[src/rtl/seq_pkg.sv]
// Shared types and constants for the sequence-detector stimulus path.
// Holds the transmitter FSM state encoding, the reference 110 pattern and default widths.
package seq_pkg;

    localparam int SEQ_PAT_W = 3;
    localparam int SEQ_CNT_W = 8;

    localparam logic [2:0] PAT_110 = 3'b110;

    typedef enum logic [1:0] {
        ST_IDLE = 2'd0,
        ST_SEND = 2'd1,
        ST_GAP  = 2'd2,
        ST_DONE = 2'd3
    } seq_state_t;

endpackage

[src/rtl/seq_piso.sv]
// Parallel-load, MSB-first shift register feeding the serial pattern stream.
// Load has priority over shift; vacated LSBs fill with zero.
module seq_piso #(
    parameter int PAT_W = 3
) (
    input  logic             clk,
    input  logic             rstn,
    input  logic             load,
    input  logic             shift,
    input  logic [PAT_W-1:0] din,
    output logic [PAT_W-1:0] q
);

    always_ff @(posedge clk or negedge rstn) begin
        if (!rstn) begin
            q <= '0;
        end else if (load) begin
            q <= din;
        end else if (shift) begin
            q <= {q[PAT_W-2:0], 1'b0};
        end
    end

endmodule

[src/rtl/seq_gen_pattern_tx.sv]
// Serial pattern transmitter: repeats a latched PAT_W-bit pattern MSB-first,
// optionally separated by idle gaps, then pulses done. All outputs are registered.
module seq_gen_pattern_tx
    import seq_pkg::*;
#(
    parameter int               PAT_W   = SEQ_PAT_W,
    parameter int               CNT_W   = SEQ_CNT_W,
    parameter logic [PAT_W-1:0] PAT_DEF = PAT_W'(PAT_110)
) (
    input  logic             clk,
    input  logic             rstn,
    input  logic             start,
    input  logic             use_def,
    input  logic [PAT_W-1:0] pat,
    input  logic [CNT_W-1:0] reps,
    input  logic [CNT_W-1:0] gap,
    output logic             out,
    output logic             out_valid,
    output logic             first,
    output logic             busy,
    output logic             done
);

    localparam int                IDX_W    = $clog2(PAT_W);
    localparam logic [IDX_W-1:0]  IDX_LAST = IDX_W'(PAT_W - 1);

    seq_state_t       state;
    logic [IDX_W-1:0] bit_idx;
    logic [CNT_W-1:0] remaining;
    logic [CNT_W-1:0] gap_lat;
    logic [CNT_W-1:0] gap_cnt;
    logic [PAT_W-1:0] pat_lat;
    logic [PAT_W-1:0] sh_q;

    logic [PAT_W-1:0] pat_sel;
    logic [PAT_W-1:0] load_data;
    logic [CNT_W-1:0] rem_dec;
    logic             last_bit;
    logic             gap_end;
    logic             load;
    logic             shift;

    // The shift register only sees load/shift; which pattern it loads and when
    // is decided here so the registered out can be driven in the same edge.
    always_comb begin
        pat_sel   = use_def ? PAT_DEF : pat;
        rem_dec   = (remaining == '0) ? '0 : remaining - 1'b1;
        last_bit  = (bit_idx == '0);
        gap_end   = (gap_cnt <= CNT_W'(1));
        load      = 1'b0;
        shift     = 1'b0;
        load_data = pat_lat;
        case (state)
            ST_IDLE: begin
                if (start && reps != '0) begin
                    load      = 1'b1;
                    load_data = pat_sel;
                end
            end
            ST_SEND: begin
                if (!last_bit) begin
                    shift = 1'b1;
                end else if (rem_dec != '0 && gap_lat == '0) begin
                    load = 1'b1;
                end
            end
            ST_GAP: begin
                if (gap_end) begin
                    load = 1'b1;
                end
            end
            default: ;
        endcase
    end

    seq_piso #(.PAT_W(PAT_W)) u_piso (
        .clk   (clk),
        .rstn  (rstn),
        .load  (load),
        .shift (shift),
        .din   (load_data),
        .q     (sh_q)
    );

    always_ff @(posedge clk or negedge rstn) begin
        if (!rstn) begin
            state     <= ST_IDLE;
            bit_idx   <= '0;
            remaining <= '0;
            gap_lat   <= '0;
            gap_cnt   <= '0;
            pat_lat   <= '0;
            out       <= 1'b0;
            out_valid <= 1'b0;
            first     <= 1'b0;
            busy      <= 1'b0;
            done      <= 1'b0;
        end else begin
            out       <= 1'b0;
            out_valid <= 1'b0;
            first     <= 1'b0;
            done      <= 1'b0;
            case (state)
                ST_IDLE: begin
                    if (start) begin
                        pat_lat   <= pat_sel;
                        gap_lat   <= gap;
                        remaining <= reps;
                        busy      <= 1'b1;
                        if (reps != '0) begin
                            state     <= ST_SEND;
                            bit_idx   <= IDX_LAST;
                            out       <= pat_sel[PAT_W-1];
                            out_valid <= 1'b1;
                            first     <= 1'b1;
                        end else begin
                            state <= ST_DONE;
                            done  <= 1'b1;
                        end
                    end
                end
                ST_SEND: begin
                    if (!last_bit) begin
                        bit_idx   <= bit_idx - 1'b1;
                        out       <= sh_q[PAT_W-2];
                        out_valid <= 1'b1;
                    end else begin
                        remaining <= rem_dec;
                        if (rem_dec == '0) begin
                            state <= ST_DONE;
                            done  <= 1'b1;
                        end else if (gap_lat != '0) begin
                            state   <= ST_GAP;
                            gap_cnt <= gap_lat;
                        end else begin
                            // Seamless repeat: next MSB follows the last bit directly.
                            bit_idx   <= IDX_LAST;
                            out       <= pat_lat[PAT_W-1];
                            out_valid <= 1'b1;
                            first     <= 1'b1;
                        end
                    end
                end
                ST_GAP: begin
                    if (gap_end) begin
                        gap_cnt   <= '0;
                        state     <= ST_SEND;
                        bit_idx   <= IDX_LAST;
                        out       <= pat_lat[PAT_W-1];
                        out_valid <= 1'b1;
                        first     <= 1'b1;
                    end else begin
                        gap_cnt <= gap_cnt - 1'b1;
                    end
                end
                ST_DONE: begin
                    state <= ST_IDLE;
                    busy  <= 1'b0;
                end
                default: state <= ST_IDLE;
            endcase
        end
    end

endmodule

[config.mk]
export PLATFORM = sky130hd
export DESIGN_NAME = seq_gen_pattern_tx
export DESIGN_NICKNAME = d
export VERILOG_FILES = /design/src/rtl/seq_pkg.sv /design/src/rtl/seq_piso.sv /design/src/rtl/seq_gen_pattern_tx.sv
export SDC_FILE = /design/constraint.sdc
export NUM_CORES = 1
export LEC_CHECK = 0
export ABC_AREA = 1
export BUFFER_PORTS_ARGS = -buffer_cell sky130_fd_sc_hd__buf_4
export CORE_AREA = 2 2 81 83
export CTS_CLUSTER_DIAMETER = 50
export DETAILED_ROUTE_END_ITERATION = 7
export DIE_AREA = 0 0 83 85
export PLACE_DENSITY = 0.58
export REMOVE_ABC_BUFFERS = 1
export SLEW_MARGIN = 10
export SYNTH_ARGS = -nofsm -noshare
export SYNTH_HDL_FRONTEND = slang
export SYNTH_SLANG_ARGS = --single-unit
export TNS_END_PERCENT = 50
[constraint.sdc]
create_clock -name clk -period 3.3 [get_ports clk]
set_clock_uncertainty 0.1 [all_clocks]
set_input_delay 0.66 -clock clk [delete_from_list [all_inputs] [get_ports clk]]
set_output_delay 0.66 -clock clk [all_outputs]
set_load 0.01 [all_outputs]
# After elaboration in Yosys (flattened, before gate mapping)
# Cells that the tools add are included.
# word_totals
register_bits	38
input_bits	23
output_inout_bits	5
word_cells	106
# classes
add_sub_neg	3
magnitude_cmp	1
eq_ne	12
muxes	57
n_reduce_logical	21
# ops
cell	count
2-to-1 mux 8 bit	7
2-to-1 mux 2 bit	16
case mux 8 bit (2 select lines)	2
zero test 8 bit	3
nonzero test 8 bit	3
2-to-1 mux 1 bit	23
subtractor 8 x 1 -> 8 bit (second input constant)	2
!= test 2 bit (second input constant)	6
case mux 1 bit (3 select lines)	4
!= test 3 bit (second input constant)	3
less-or-equal comparator 8 x 1 -> 1 bit (second input constant)	1
case mux 2 bit (4 select lines)	1
AND reduction 4 bit	2
nonzero test 2 bit	4
case mux 2 bit (3 select lines)	1
AND reduction 6 bit	1
== test 2 bit (second input constant)	2
zero test 2 bit	2
case mux 1 bit (2 select lines)	2
AND reduction 2 bit	2
2-to-1 mux 3 bit	1
AND reduction 3 bit	1
nonzero test 3 bit	1
== test 2 x 1 -> 1 bit (second input constant)	1
other kinds (2)	3

# Depth between registers and ports, before layout
# Gate-level depths: netlist of the first run.
# logic_depth
ltp_word	8
depth_mapped	14
depth_no_buf	14

# Hierarchy
# A second synthesis of the first run with hierarchy kept.
# unflattened
hier_cells	309
area_unflattened_um2	2287.2
# modules_own_cells
module	n_inst	cells_per_inst	area_each_um2	seq_area_each_um2
seq_gen_pattern_tx	1	293	2155.8	900.9
seq_piso	1	16	131.4	75.1

# Worst setup path before layout of the first run
# OpenSTA, ideal clock, no wires.
# synth_timing
path_type	input -> register
startpoint	input reps[0]
endpoint	register bit_idx[1]
setup_ns	0.117
t_arrival_ns	1.734
t_required_ns	3.083
slack_ns	1.348
stages	7
n_path_buf	0
path_cell_list	or2_1 -> nor4_2 -> nor2_1 -> nor2_1 -> nand2_2 -> nand2_1 -> o21ai_2
# synth_via
elab_chain_len	3
# synth_rtl
element	line_no	source
from (decl)	seq_gen_pattern_tx.sv:15	input logic [CNT_W-1:0] reps,
nonzero test 8 bit	seq_gen_pattern_tx.sv:110	if (reps != '0) begin
!= test 2 bit (no source line)	--	
AND reduction 6 bit (no source line)	--	
to (signal assigned)	seq_gen_pattern_tx.sv:124	bit_idx <= bit_idx - 1'b1;
to (decl)	seq_gen_pattern_tx.sv:28	logic [IDX_W-1:0] bit_idx;
# Every way passes these cells.
# A chain may end at the register's enable or synchronous reset.

# Worst setup path after layout of the first run
# layout_timing
startpoint	register remaining[0]
endpoint	register bit_idx[1]
# layout_via
elab_chain_len	5
word_cells_on_any_way	6
cone_classes	add/sub: 1; eq/ne: 1; mux: 1; reduce/logical: 3
# layout_rtl
element	line_no	source
from (decl)	seq_gen_pattern_tx.sv:29	logic [CNT_W-1:0] remaining;
from (signal assigned)	seq_gen_pattern_tx.sv:108	remaining <= reps;
from (signal assigned)	seq_gen_pattern_tx.sv:128	remaining <= rem_dec;
subtractor 8 x 1 -> 8 bit or zero test 8 bit (tied branches)	seq_gen_pattern_tx.sv:47	rem_dec = (remaining == '0) ? '0 : remaining - 1'b1;
2-to-1 mux 8 bit (*)	seq_gen_pattern_tx.sv:47	
zero test 8 bit (*)	seq_gen_pattern_tx.sv:129	if (rem_dec == '0) begin
!= test 3 bit (no source line) (*)	--	
AND reduction 6 bit (no source line) (*)	--	
# Every way passes the cells marked *; elsewhere a longest branch is shown, timed or not.

==> impl_metrics.ini, run 1 <==
[synth]
synth_top_flop_cell = dfrtp_1
ys_seq_area_share_pct = 42.8
synth_most_common_cell = nand2_1
synth_largest_area_cell = dfrtp_1
avgSynthCellArea_sq_um = 7.82
ys_ff_latch = 38
syn_inst = 284
synthTopCellsByCount = nand2_1, dfrtp_1, o21ai_0
yosys_warnings = 0
synth-edff-count = 0
ys_types = 32
synth_area_sq_um = 2220
synthTopCellsByArea = dfrtp_1, nand2_1, o21ai_0
synth-async-reset-ratio_pct = 100
synth_top_area_share_pct = 42.8

[global_route]
track_usage_pct = 15.0
antenna_found_initial = 0
grt_remaining_overflow = 0
grt_pass1_wl_mm = 8.51
grt_pass1_vias = 1840
grt_max_degree = 39

[die]
row_count = 29
ios = 28
initial_core_util_pct = 35.8
core_sq_um = 6200
die-width_um = 83
die-area_sq_um = 7060
dieHeight_um = 85

[cts]
root_buffer = clkbuf_8
postCtsSetupRepairBufs = 0
insertion_delay_ns = 0.30
cts_max_level = 2
numCtsBuffers = 5
clk_pin_slew_ns = 0.08
cts_buffer_depth = 2
cts_resized = 0
cts.sinks = 38
cts_hold_buf = 0
cts_tree = yes

[routing]
drt-vias-per-instance = 4.87
postRouteAntennaNets = 0
post_drt_wl_per_cell_um = 12.3
drc = 0
dr.pass1.iters = 4
vias = 1904
drt_iter0_drc = 74
routed_wl_mm = 4.83

[setup_path]
crit_required_ns = 3.39
reg2reg_depth = 13
cp.arrival_ns = 2.24
r2r_setup_slack_ns = 1.15
worstSetupPathType = reg2reg
worst_setup_path_end_kind = flop
critPathLaunchType = flop
crit_fanout = 10

[sta]
finalCriticalPeriod_ns = 2.15
period_share_pct = 65.2
tightest_slew_ns = 0.515
rsz0062_at_grt = false
setup-violations-final = 0
slew_viol_final = 0
setup_tns_ns = 0
hold_viol_final = 0
max-slew-margin-rel_pct = 65.7
holdWs_ns = 0.232
clock.fmax_ghz = 0.465

[placement]
place_congestion = 0.809
hpwl_mm = 3.54
placed_area_sq_um = 2490
portBuffers = 27

[final_layout]
final_area_sq_um = 2600
drive_gt1_share_pct = 22.6
antenna_cells = 0
syn_to_final_growth_pct = 17.0
num-nets-final = 341
nFillCells = 656

[power]
p_per_area_nw_per_um2 = 970
p_leak_uw = 0.00125
vdd_drop_max_mv = 0.395

[outcome]
status = complete, no violations

[flow_run]
drv_cap = 0

[min_path]
hp-class = in2async
==> metrics by stage <==
step                power, uW  utilization [%]  instances  setup WS, ns
global placement         2130             40.1        383          1.07
global route             2790             41.9        391         0.883
floorplan                1820                -        279          1.35
CTS                      2550             41.9        391          1.13
detailed placement       2140             40.1        383         0.989
finish                   2520             41.9        391          1.15
==> cells by family (layout without fill, tap and decap cells) <==
logic type                 count (synthesis)  count (layout)  share of synthesized area, %
and+or+nand+nor                          132             132                          28.5
adders and majority gates                  5               5                          2.82
xor gates and xnor gates                   4               4                          1.58
buffers and inverters                     43              73                          7.83
AOI/OAI and AO/OA                         62              62                          16.5
DFF                                       38              38                          42.8
==> layout make-up <==
type                       instances  area, sq um  area share, %
tap                               77         96.3           3.71
sequential                        38          951           36.6
clock inverter                     3         40.0           1.54
inverter                          38          143           5.49
timing repair buffer              27          203           7.80
multi-input combinational        203         1100           42.2
clock buffer                       5         68.8           2.65
==> report_power, final <==
part / leakage [uW] / internal [uW] / switching [uW]
Clock: 0.0000579 / 223 / 177
Combinational: 0.000726 / 460 / 826
Sequential: 0.000468 / 689 / 145
==> worst paths after layout <==
path                               from         end
max                        remaining[0]  bit_idx[1]
min                                rstn  gap_cnt[6]
max reg2reg                remaining[0]  bit_idx[1]
min reg2reg                  pat_lat[1]  pat_lat[1]
max in group asynchronous          rstn  bit_idx[1]
min in group clk             pat_lat[1]  pat_lat[1]
==> sequential cells by signal, indices dropped and copies added (netlist names), 2 cells and up <==
name and cells:
gap_lat 8, u_piso.q 2, state 2, bit_idx 2, gap_cnt 8, pat_lat 3
remaining 8
==> layout by cell type, fill, tap and decap left out, types with 6 or more instances in the layout <==
| master | count |
|---|---|
| a21oi_1 | 9 |
| nor2_1 | 23 |
| o21ai_0 | 28 |
| inv_2 | 12 |
| nand2_1 | 66 |
| buf_4 | 27 |
| o211ai_1 | 6 |
| o22ai_1 | 8 |
| nand3_1 | 18 |
| inv_1 | 26 |
| dfrtp_1 | 38 |
==> critical path, cell delays in order, from the launching register on <==
cell     delay, ns
dfrtp_1       0.40
inv_2         0.11
ha_1          0.26
nand2_2       0.11
nor2_4        0.13
nand2_4       0.10
nand3_2       0.08
nand2_1       0.08
nor2_4        0.14
nand2_2       0.08
a21oi_4       0.20
nand2_2       0.11
nand2_1       0.09
o21ai_2       0.05
==> layer usage <==
| metal | global-route usage, % | up-vias | share of wire [%] |
|---|---|---|---|
| met1 | 19.6 | 874 | 47 |
| li1 | - | 987 | - |
| met2 | 24.6 | 36 | 46 |
| met5 | 0 | - | 0 |
| met3 | 3.50 | 7 | 5.5 |
| met4 | 4.92 | 0 | 1.5 |
Power figures use the tool's default switching activity.
==> inputs of run 2 (changes only) <==
--- a/config.mk
+++ b/config.mk
@@ -11,7 +11,7 @@
 export CTS_CLUSTER_DIAMETER = 50
 export DETAILED_ROUTE_END_ITERATION = 7
 export DIE_AREA = 0 0 83 85
-export PLACE_DENSITY = 0.58
+export PLACE_DENSITY = 0.6
 export REMOVE_ABC_BUFFERS = 1
 export SLEW_MARGIN = 10
 export SYNTH_ARGS = -nofsm -noshare
==> constraint.sdc (replaced) <==
create_clock -name clk -period 1.8 [get_ports clk]
set_clock_uncertainty 0.1 [all_clocks]
set_input_delay 0.36 -clock clk [delete_from_list [all_inputs] [get_ports clk]]
set_output_delay 0.36 -clock clk [all_outputs]
set_load 0.01 [all_outputs]
==> run 2 against run 1 <==
  * The run now ends with negative setup slack left
  * Clock-buffer cell count rose by 2
  * Total power grew 100%
  * Clock power grew 37%
  * Via count is 7.4% higher
  * Global-route usage up 0.30 points
  * Combinational power up 130%
  * First-iteration DRC count is 38% higher
  * Sequential share of layout area decreased by 3.6 points
  * Sequential power increased by 86%
  * Hold slack lost 0.050 ns
  * Critical path type unchanged
  * Highest routed layer unchanged
==> impl_metrics.ini, run 2 (synthesized netlist as in run 1, its figures left out) <==
[outcome]
status = finished with violations
violations = negative setup slack

[global_route]
grt_max_degree = 39
grt_remaining_overflow = 0
grt_pass1_wl_mm = 8.83
track_usage_pct = 15.3
antenna_found_initial = 0
grt_pass1_vias = 1963

[cts]
numCtsBuffers = 5
cts_max_level = 2
clk_pin_slew_ns = 0.07
cts.sinks = 38
insertion_delay_ns = 0.29
cts_buffer_depth = 2
cts_tree = yes
root_buffer = clkbuf_8

[routing]
met2_length_mm = 2.54
drt_iter0_drc = 102
met3WireLength_um = 171
routed_wl_mm = 5.16
vias = 2045
drc = 0
drt-vias-per-instance = 4.81
dr.pass1.iters = 4
routedLengthMet1_mm = 2.40
postRouteAntennaNets = 0
dr.max_layer_used = met4
post_drt_wl_per_cell_um = 12.1

[placement]
hpwl_mm = 3.85
pre_cts_slack_ns = -0.216
place_congestion = 0.813
portBuffers = 27
dp_cells = 414

[sta]
holdWs_ns = 0.182
max-slew-margin-rel_pct = 66.9
hold_viol_final = 0
setup_tns_ns = -1.48
tightest_slew_ns = 0.493
clock.fmax_ghz = 0.518
setup-violations-final = 17
fin_ws_ns = -0.130
rsz0062_at_grt = true
period_share_pct = 107
finalCriticalPeriod_ns = 1.93
slew_viol_final = 0

[setup_path]
reg2reg_depth = 13
worstSetupStartpoint = remaining[0]
worst_setup_path_end_kind = flop
critPathLaunchType = flop
crit_required_ns = 1.91
cp.arrival_ns = 2.04
crit_fanout = 8
worstSetupPathType = reg2reg
r2r_start = remaining[0]

[final_layout]
most-common-layout-cells = nand2_1, buf_4, dfrtp_1, inv_1, o21ai_0
finalNonFillerCells = 425
antenna_cells = 0
syn_to_final_growth_pct = 29.7
num-nets-final = 376
final_common_cell = nand2_1
drive_gt1_share_pct = 30.7
reg_top3 = gap_cnt (8), gap_lat (8), remaining (8)

[die]
die-area_sq_um = 7060
initial_core_util_pct = 35.8
ios = 28
row_count = 29
dieHeight_um = 85
die-width_um = 83
core_sq_um = 6200

[power]
vdd_drop_max_mv = 0.650
p_per_area_nw_per_um2 = 1770
p_leak_uw = 0.00141

[min_path]
hp-class = in2reg
hold_depth = 3
holdCritStartpoint = gap[2]

[flow_run]
drv_cap = 0
run 2: worst max-delay path, cell delays in order (launching register included):
cell and delay (ns):
dfrtp_1 0.40, inv_2 0.09, ha_4 0.17, nand2_4 0.06
nor2_4 0.09, nand2_4 0.09, o21ai_2 0.08, nand3_2 0.10
nor2_4 0.12, buf_4 0.12, nand3_4 0.10, nand2_4 0.14
nor2_1 0.05, a21oi_1 0.12
run 2: timing repair:
action / 4_1_cts / 5_1_grt
buffers inserted: 2 / 0
resized for setup: 11 / 2
hold endpoints to repair: 38 / 0
pin swaps: 8 / 1
gates cloned: 1 / 0
endpoints found under the setup margin: 18 / 18
hold buffers: 1 / 0
run 2: final cells by class:
cell class	count	area (sq um)
Timing Repair Buffer	61	464
Clock buffer	7	76.3
Fill cell	619	3320
Tap cell	77	96.3
Sequential cell	38	951
Inverter	38	143
Multi-Input combinational cell	204	1150
run 2: metal layers:
| layer | track usage, % | vias to the layer above |
|---|---|---|
| li1 | - | 1055 |
| met1 | 19.0 | 954 |
| met2 | 27.1 | 32 |
| met3 | 3.02 | 4 |
| met4 | 4.47 | 0 |
| met5 | 0 | - |
run 2: power breakdown:
group	total (uW)	internal [uW]	leakage (uW)	switching, uW
logic	3010	1300	0.000902	1720
registers	1550	1270	0.000468	280
clock network	546	267	0.0000383	280
total	5100	2830	0.00141	2280
run 2: final timing paths:
| kind | end | slack, ns |
|---|---|---|
| max in group asynchronous | out | 0.77 |
| worst max-delay path | gap_cnt[0] | -0.13 |
| worst min-delay path | gap_lat[2] | 0.18 |
| worst min register to register | pat_lat[0] | 0.39 |
| min in group asynchronous | done | 0.48 |
| worst max register to register | gap_cnt[0] | -0.13 |
run 2: stage by stage:
step	area, sq um	total power, uW	utilization (%)
6_report	2880	5100	46.4
5_1_grt	2880	5590	46.4
4_1_cts	2880	5100	46.3
3_5_place_dp	2720	4390	43.9
3_3_place_gp	2720	4330	43.9
2_1_floorplan	2190	3340	-
